[src/rtl/reg_mask_sequencer_pkg.sv]
// reg_pkg: shared sizing and FSM state encoding for the register-mask sequencer.
//   NREGS : number of GPRs, width of the select mask
//   IDX_W : register index width (clog2(NREGS))
//   state_t : IDLE / RUN / DONE
package reg_pkg;
  localparam int NREGS = 8;
  localparam int IDX_W = 3;

  typedef enum logic [1:0] {
    IDLE = 2'd0,
    RUN  = 2'd1,
    DONE = 2'd2
  } state_t;
endpackage

[src/rtl/reg_mask_sequencer_if.sv]
// reg_mask_sequencer_if: start/mask request side and indexed-transfer
// handshake of the register-mask sequencer.
//   start, mask, ready           : master -> sequencer
//   valid, bin, r_sig, busy,
//   done, count                  : sequencer -> master
interface reg_mask_sequencer_if;
  import reg_pkg::*;

  logic             start;
  logic [NREGS-1:0] mask;
  logic             ready;
  logic             valid;
  logic [IDX_W-1:0] bin;
  logic [NREGS-1:0] r_sig;
  logic             busy;
  logic             done;
  logic [IDX_W:0]   count;

  modport master (
    output start, mask, ready,
    input  valid, bin, r_sig, busy, done, count
  );

  modport slave (
    input  start, mask, ready,
    output valid, bin, r_sig, busy, done, count
  );
endinterface

[src/rtl/reg_mask_sequencer_sig_to_binary.sv]
// reg_sig_to_binary: combinational priority encoder, NREGS-bit select vector
// to IDX_W-bit index of the winning set bit.
//   i_sig : select vector
//   o_bin : index of the winning bit (0 when i_sig is empty)
//   o_any : i_sig has at least one bit set
// Macro REG_MASK_DESCEND_EN: highest set bit wins; otherwise lowest set bit wins.
module reg_sig_to_binary
  import reg_pkg::*;
(
  input  logic [NREGS-1:0] i_sig,
  output logic [IDX_W-1:0] o_bin,
  output logic             o_any
);

  // Last assignment in loop order wins, so the loop runs from the
  // lowest-priority end toward the highest-priority end.
  always_comb begin
    o_bin = '0;
`ifdef REG_MASK_DESCEND_EN
    for (int i = 0; i < NREGS; i++)
      if (i_sig[i]) o_bin = IDX_W'(i);
`else
    for (int i = NREGS - 1; i >= 0; i--)
      if (i_sig[i]) o_bin = IDX_W'(i);
`endif
  end

  assign o_any = |i_sig;

endmodule

[src/rtl/reg_mask_sequencer.sv]
// reg_mask_sequencer: walks a captured register-select mask and issues one
// register index per accepted (valid && ready) transfer.
//   clk, rst_n : clock, asynchronous active-low reset
//   bus        : reg_mask_sequencer_if.slave (start/mask/ready in;
//                valid/bin/r_sig/busy/done/count out)
// Macro REG_MASK_DESCEND_EN (inside reg_sig_to_binary): scan r7 down to r0
// instead of r0 up to r7.
module reg_mask_sequencer
  import reg_pkg::*;
(
  input  logic                 clk,
  input  logic                 rst_n,
  reg_mask_sequencer_if.slave  bus
);

  state_t           r_state;
  state_t           w_state_nxt;
  logic [NREGS-1:0] r_pending;
  logic [IDX_W:0]   r_count;

  logic [IDX_W-1:0] w_bin;
  logic             w_any;
  logic [NREGS-1:0] w_onehot;
  logic [NREGS-1:0] w_pending_nxt;
  logic             w_valid;
  logic             w_xfer;

  reg_sig_to_binary u_enc (
    .i_sig (r_pending),
    .o_bin (w_bin),
    .o_any (w_any)
  );

  assign w_onehot      = NREGS'(1) << w_bin;
  assign w_pending_nxt = r_pending & ~w_onehot;
  assign w_valid       = (r_state == RUN) && w_any;
  assign w_xfer        = w_valid && bus.ready;

  always_comb begin
    w_state_nxt = r_state;
    case (r_state)
      IDLE: if (bus.start) w_state_nxt = (bus.mask != '0) ? RUN : DONE;
      RUN:  if (w_xfer && (w_pending_nxt == '0)) w_state_nxt = DONE;
      DONE: w_state_nxt = IDLE;
      default: w_state_nxt = IDLE;
    endcase
  end

  always_ff @(posedge clk or negedge rst_n) begin
    if (!rst_n) begin
      r_state   <= IDLE;
      r_pending <= '0;
      r_count   <= '0;
    end else begin
      r_state <= w_state_nxt;
      if (r_state == IDLE && bus.start) begin
        r_pending <= bus.mask;
        r_count   <= '0;
      end else if (w_xfer) begin
        r_pending <= w_pending_nxt;
        r_count   <= r_count + (IDX_W+1)'(1);
      end
    end
  end

  // Index and one-hot are forced to zero whenever no transfer is offered.
  assign bus.valid = w_valid;
  assign bus.bin   = w_valid ? w_bin : '0;
  assign bus.r_sig = w_valid ? w_onehot : '0;
  assign bus.busy  = (r_state == RUN) || (r_state == DONE);
  assign bus.done  = (r_state == DONE);
  assign bus.count = r_count;

endmodule
[src/flat_wrapper.sv]
// flat-port wrapper written by rule: the top's interface ports become plain ports
module reg_mask_sequencer_flat import reg_pkg::*;
  (clk, rst_n, bus_start, bus_mask, bus_ready, bus_valid, bus_bin, bus_r_sig, bus_busy, bus_done, bus_count);
  reg_mask_sequencer_if bus_i ();
  input  logic clk;
  input  logic rst_n;
  input wire logic [$bits(bus_i.start)-1:0] bus_start;
  input wire logic [$bits(bus_i.mask)-1:0] bus_mask;
  input wire logic [$bits(bus_i.ready)-1:0] bus_ready;
  output wire logic [$bits(bus_i.valid)-1:0] bus_valid;
  output wire logic [$bits(bus_i.bin)-1:0] bus_bin;
  output wire logic [$bits(bus_i.r_sig)-1:0] bus_r_sig;
  output wire logic [$bits(bus_i.busy)-1:0] bus_busy;
  output wire logic [$bits(bus_i.done)-1:0] bus_done;
  output wire logic [$bits(bus_i.count)-1:0] bus_count;
  assign bus_i.start = bus_start;
  assign bus_i.mask = bus_mask;
  assign bus_i.ready = bus_ready;
  assign bus_valid = bus_i.valid;
  assign bus_bin = bus_i.bin;
  assign bus_r_sig = bus_i.r_sig;
  assign bus_busy = bus_i.busy;
  assign bus_done = bus_i.done;
  assign bus_count = bus_i.count;
  reg_mask_sequencer u_core (.clk(clk), .rst_n(rst_n), .bus(bus_i));
endmodule
[config.mk]
export PLATFORM = sky130hd
export DESIGN_NAME = reg_mask_sequencer_flat
export DESIGN_NICKNAME = d
export VERILOG_FILES = /design/src/rtl/reg_mask_sequencer_pkg.sv /design/src/rtl/reg_mask_sequencer_if.sv /design/src/rtl/reg_mask_sequencer_sig_to_binary.sv /design/src/rtl/reg_mask_sequencer.sv /design/src/flat_wrapper.sv
export SDC_FILE = /design/constraint.sdc
export NUM_CORES = 1
export LEC_CHECK = 0
export CAP_MARGIN = 20
export CORE_ASPECT_RATIO = 0.6
export CORE_MARGIN = 2
export CORE_UTILIZATION = 45
export CTS_CLUSTER_DIAMETER = 40
export CTS_CLUSTER_SIZE = 16
export DETAILED_ROUTE_END_ITERATION = 10
export GPL_TIMING_DRIVEN = 0
export PLACE_DENSITY = 0.89
export SLEW_MARGIN = 20
export SYNTH_ARGS = -nofsm -noshare
export SYNTH_HDL_FRONTEND = slang
export SYNTH_SLANG_ARGS = --single-unit
[constraint.sdc]
create_clock -name clk -period 2.3 [get_ports clk]
set_clock_uncertainty 0.1 [all_clocks]
set_input_delay 0.23 -clock clk [delete_from_list [all_inputs] [get_ports clk]]
set_output_delay 0.23 -clock clk [all_outputs]
set_load 0.02 [all_outputs]
# ---- Word-level counts from Yosys, hierarchy flattened
# Index checks and enable logic that the tools add are counted.
dict set report classes {
  addsub 1
  mul 0
  div_mod_pow 0
  order_cmp 0
  eq_ne 4
  n_shift 1
  mux 18
  n_bitwise 2
  reduce_logical 11
}
# cell n
set ops {}
lappend ops {{2-to-1 mux 3 bit} 9}
lappend ops {{2-to-1 mux 8 bit} 3}
lappend ops {{AND 8 bit} 1}
lappend ops {{logical NOT 8 bit} 1}
lappend ops {{2-to-1 mux 4 bit} 2}
lappend ops {{inverter 8 bit} 1}
lappend ops {{nonzero test 8 bit} 1}
lappend ops {{OR reduction 8 bit} 1}
lappend ops {{<< shifter 1 x 3 -> 8 bit, first input constant} 1}
lappend ops {{2-to-1 mux 2 bit} 3}
lappend ops {{adder 4 x 1 -> 4 bit, second input constant} 1}
lappend ops {{logical AND 1 bit} 4}
lappend ops {{one-hot mux 2 bit (2 select lines)} 1}
lappend ops {{== test 2 x 1 -> 1 bit, second input constant} 1}
lappend ops {{== test 2 bit, second input constant} 1}
lappend ops {{logical NOT 2 bit} 1}
lappend ops {{inequality test 2 x 1 -> 1 bit, second input constant} 1}
lappend ops {{inequality test 2 bit, second input constant} 1}
lappend ops {{AND reduction 2 bit} 1}
lappend ops {{nonzero test 2 bit} 1}
lappend ops {{logical OR 1 bit} 1}
dict set report totals {
  reg_bits 14
  latchBits 0
  mem_bits_rw 0
  rom_bits 0
  input_bits 12
  out_inout_bits 18
  word_cells 40
  mem_count 0
}

# ---- Depth between registers and ports, before layout
dict set report logic_depth {
  ltp_word 15
  ltp_mapped 7
  mapped_depth_nobuf 7
}

# ---- By module
# A second synthesis with hierarchy kept.
dict set report hier_totals {
  cells_unflattened 126
  area_unflattened_um2 1041.0
}
# mod n_inst cells_each area_each_um2 seq_area_each_um2
set by_module_without_submodules {}
lappend by_module_without_submodules {reg_mask_sequencer 1 113 959.7 350.3}
lappend by_module_without_submodules {reg_sig_to_binary 1 13 81.3 0.0}

# ---- Worst setup path after synthesis
# No wires, ideal clock.
dict set report synth_path {
  path_type {register to output}
  startpoint {register u_core.r_state[1]}
  endpoint {output port bus_bin[0]}
  arrival_time_ns 1.812
  required_time_ns 1.970
  slack_ns 0.158
  stages_incl_launch_ff 5
  path_buffers 0
  cell_sequence {dfrtp_1 inv_1 ha_1 a21boi_0 nor3b_1}
}
dict set report synth_via {
  elab_chain_cells 3
}
# item line
set synth_rtl {}
lappend synth_rtl {{start, declared} reg_mask_sequencer.sv:16} ;# state_t r_state;
lappend synth_rtl {{start signal, assigned} reg_mask_sequencer.sv:55} ;# r_state <= w_state_nxt;
lappend synth_rtl {{== test 2 x 1 -> 1 bit} reg_mask_sequencer.sv:36} ;# assign w_valid = (r_state == RUN) && w_any;
lappend synth_rtl {{logical AND 1 bit} reg_mask_sequencer.sv:36}
lappend synth_rtl {{via bus_valid} flat_wrapper.sv:10} ;# output wire logic [$bits(bus_i.valid)-1:0] bus_valid;
lappend synth_rtl {{2-to-1 mux 3 bit} reg_mask_sequencer.sv:68} ;# assign bus.bin = w_valid ? w_bin : '0;
lappend synth_rtl {{end, declared} flat_wrapper.sv:11} ;# output wire logic [$bits(bus_i.bin)-1:0] bus_bin;
# The timed path passes the listed nets, and every way through them passes these cells.

# ---- Final worst setup path
dict set report layout_path {
  startpoint {register u_core.r_pending[1]}
  endpoint {output port bus_r_sig[6]}
}
dict set report layout_via {
  elab_chain_cells 4
}
# item line
set layout_rtl {}
lappend layout_rtl {{start, declared} reg_mask_sequencer.sv:18} ;# logic [NREGS-1:0] r_pending;
lappend layout_rtl {{start signal, assigned} reg_mask_sequencer.sv:57} ;# r_pending <= bus.mask;
lappend layout_rtl {{start signal, assigned} reg_mask_sequencer.sv:60} ;# r_pending <= w_pending_nxt;
lappend layout_rtl {{2-to-1 mux 3 bit (2 in a row)} reg_mask_sequencer_sig_to_binary.sv:24} ;# if (i_sig[i]) o_bin = IDX_W'(i);
lappend layout_rtl {{<< shifter 1 x 3 -> 8 bit} reg_mask_sequencer.sv:34} ;# assign w_onehot = NREGS'(1) << w_bin;
lappend layout_rtl {{2-to-1 mux 8 bit *} reg_mask_sequencer.sv:69} ;# assign bus.r_sig = w_valid ? w_onehot : '0;
lappend layout_rtl {{end, declared} flat_wrapper.sv:12} ;# output wire logic [$bits(bus_i.r_sig)-1:0] bus_r_sig;
# Mark *: on every way between the ends. The rest lies on a longest branch, timed or not.

==> impl_metrics.json <==
{
  "status": "finished, final reports clean",
  "routed_wl_um": 2731,
  "multiInputGateArea_sq_um": 609.3,
  "end_kind": "output port",
  "seqCellArea_sq_um": 350.3,
  "hold_class": "in2async",
  "ys_ff_latch": 14,
  "htreeDepth": 1,
  "hpwl_um": 2020,
  "highest_layer": "met4",
  "crit_family": "simple AND/OR/NAND/NOR gates",
  "tightest_slew_ns": 0.6787,
  "via_per_inst": 5.482,
  "diodes": 0,
  "cts_hold_buf": 0,
  "cts_buffer_depth": 2,
  "fillers": 170,
  "r2r_cells": 7,
  "syn_inst": 129,
  "crit_path_max_incr_delay_ns": 0.36,
  "powerDensity_nw_per_um2": 1251,
  "path_clk_slew_ns": 0.06,
  "dr.pass1.iters": 4,
  "drive_gt1_share_pct": 11.04,
  "grt_max_degree": 15,
  "final.min_clock_period_ns": 2.261,
  "holdWs_ns": 0.2894,
  "grt_pass1_wl_um": 4077,
  "final_antenna_net_count": 0,
  "insertion_delay_ns": 0.25,
  "grt_usage_pct": 21.85,
  "cp.depth": 6,
  "syn-cell-area_sq_um": 1002,
  "slowest_stage": "dfrtp_1",
  "die_h_um": 40.56,
  "cts-root-buf": "clkbuf_8",
  "maxSlewHeadroom_pct": 54.61,
  "tns_ns": 0,
  "yosysSeqAreaShare_pct": 34.96,
  "wl_met1_um": 1212,
  "async_reset_ff_share_pct": 100.0,
  "drv_slew": 0,
  "core_sq_um": 2131,
  "ir_drop_uv": 642.2,
  "cts_tree": "yes",
  "worst-path-max-fanout": 10,
  "row_count": 13,
  "area_growth_pct": 40.95,
  "die-area_sq_um": 2633,
  "clock.fmax_mhz": 442.2,
  "crit_chain": "buf_2, nor4_4, nor2b_1, nand2_1, nor2_1, clkdlybuf4s15_1",
  "io_buffers": 29,
  "r2r_start": "u_core.r_pending[1]",
  "maxCapViolations": 0,
  "cts_buffers": 3,
  "final_common_cell": "nand2_1",
  "layout_common_cells": "nand2_1 (20), o21ai_0 (18), clkdlybuf4s50_1 (17), nor2_1 (16), dfrtp_1 (14)",
  "crit_arrival_ns": 1.93,
  "synth_edf_count": 0,
  "die_x_um": 64.93,
  "crit_path_start_kind": "register",
  "critical_path_class": "reg2out",
  "path_buf_inv": 2,
  "dr.first_iter.drc_count": 53,
  "fin_crit_sh_pct": 98.31,
  "wire_per_inst_um": 14.15,
  "avgSynthCellArea_sq_um": 7.769,
  "cp-startpoint": "u_core.r_pending[1]",
  "overflow": 0,
  "initial_utilization_pct": 47.03,
  "syn_nets": 145,
  "wl_met3_um": 215,
  "ys_types": 34,
  "antenna_found_initial": 0,
  "leakage_nw": 0.6336,
  "nNetsFinal": 180,
  "hold_viol": 0,
  "vias": 1058,
  "synth_flop_cell": "dfrtp_1",
  "dr_wl_met2_um": 1295,
  "io_pins": 30,
  "grt_pass1_vias": 879,
  "setup_violations": 0,
  "drc_errors": 0,
  "required_ns": 1.97,
  "yosysWarnings": 0,
  "cts.sinks": 14,
  "gp_congestion": 0.8670
}
-- stage by stage --
stage               util (%)  total power [mW]  cell area, sq um  instances  setup WS (ns)
detailed placement     62.42             1.475              1330        188       -0.05740
finish                 66.29             1.767              1413        193        0.03881
CTS                    65.24             1.739              1390        193        0.01612
global placement       62.42             1.445              1330        188       -0.04411
floorplan                  -             1.147              1002        129         0.1578
global route           66.29             1.905              1413        193       -0.03555
-- Yosys cell counts (3+ instances only) --
library cell / number / area [sq um]
a21oi_1: 7 / 35.03
and2_1: 3 / 18.77
clkbuf_1: 5 / 18.77
dfrtp_1: 14 / 350.3
ha_1: 4 / 50.05
inv_1: 4 / 15.01
nand2_1: 20 / 75.07
nor2_1: 16 / 60.06
nor2b_1: 3 / 18.77
nor4_1: 4 / 25.02
o21ai_0: 19 / 95.09
xor2_1: 3 / 26.28
-- layer usage --
| layer | vias to the layer above | GRT usage [%] |
|---|---|---|
| met5 | - | 0 |
| met4 | 0 | 3.723 |
| met3 | 2 | 6.742 |
| met2 | 47 | 37.63 |
| met1 | 493 | 28.14 |
| li1 | 516 | - |
-- flip-flops by register name, indices dropped and copies added (netlist names) --
register	cells
u_core.r_state	2
u_core.bus.count	4
u_core.r_pending	8
-- layout make-up --
cell class / instances / share of cell area, %
repair buffers: 30 / 20.99
multi-input cells: 102 / 43.14
inverters: 4 / 1.063
flip-flops and latches: 14 / 24.80
well taps: 30 / 2.657
clock buffers: 4 / 3.897
plain buffers: 9 / 3.454
-- logic make-up (layout without fill, tap and decap cells) --
group	Yosys count	in the layout	share of synthesized area, %
AO/OA/AOI/OAI	35	35	20.23
AND/OR/NAND/NOR	58	58	29.34
multiplexers	1	1	0.9988
flip-flops	14	14	34.96
adder cells (fa/ha/maj)	4	4	4.994
XOR/XNOR	4	4	3.496
buffers and inverters	13	47	5.992
-- timing repair --
item / in CTS / in global routing
setup endpoints to repair: 12 / 8
setup buffers: 1 / 0
pin swaps: 1 / 0
gates resized for setup: 15 / 11
-- power by group --
group          switching (mW)  total, mW  internal [mW]  leakage (nW)
sequential             0.0899      0.430          0.340         0.180
clock                  0.0944      0.246          0.152        0.0288
combinational           0.645       1.09          0.445         0.425
total                   0.829       1.77          0.938         0.634
-- final timing paths --
path / to / slack (ns)
max in group asynchronous: u_core.bus.count[1] / 1.37
hold reg to reg: u_core.bus.count[3] / 0.45
hold / removal: u_core.r_state[0] / 0.29
setup reg to reg: u_core.r_state[1] / 0.34
min in group clk: u_core.bus.count[3] / 0.45
setup / recovery: bus_r_sig[6] / 0.04
No activity file was read; power rests on OpenSTA's default activity.
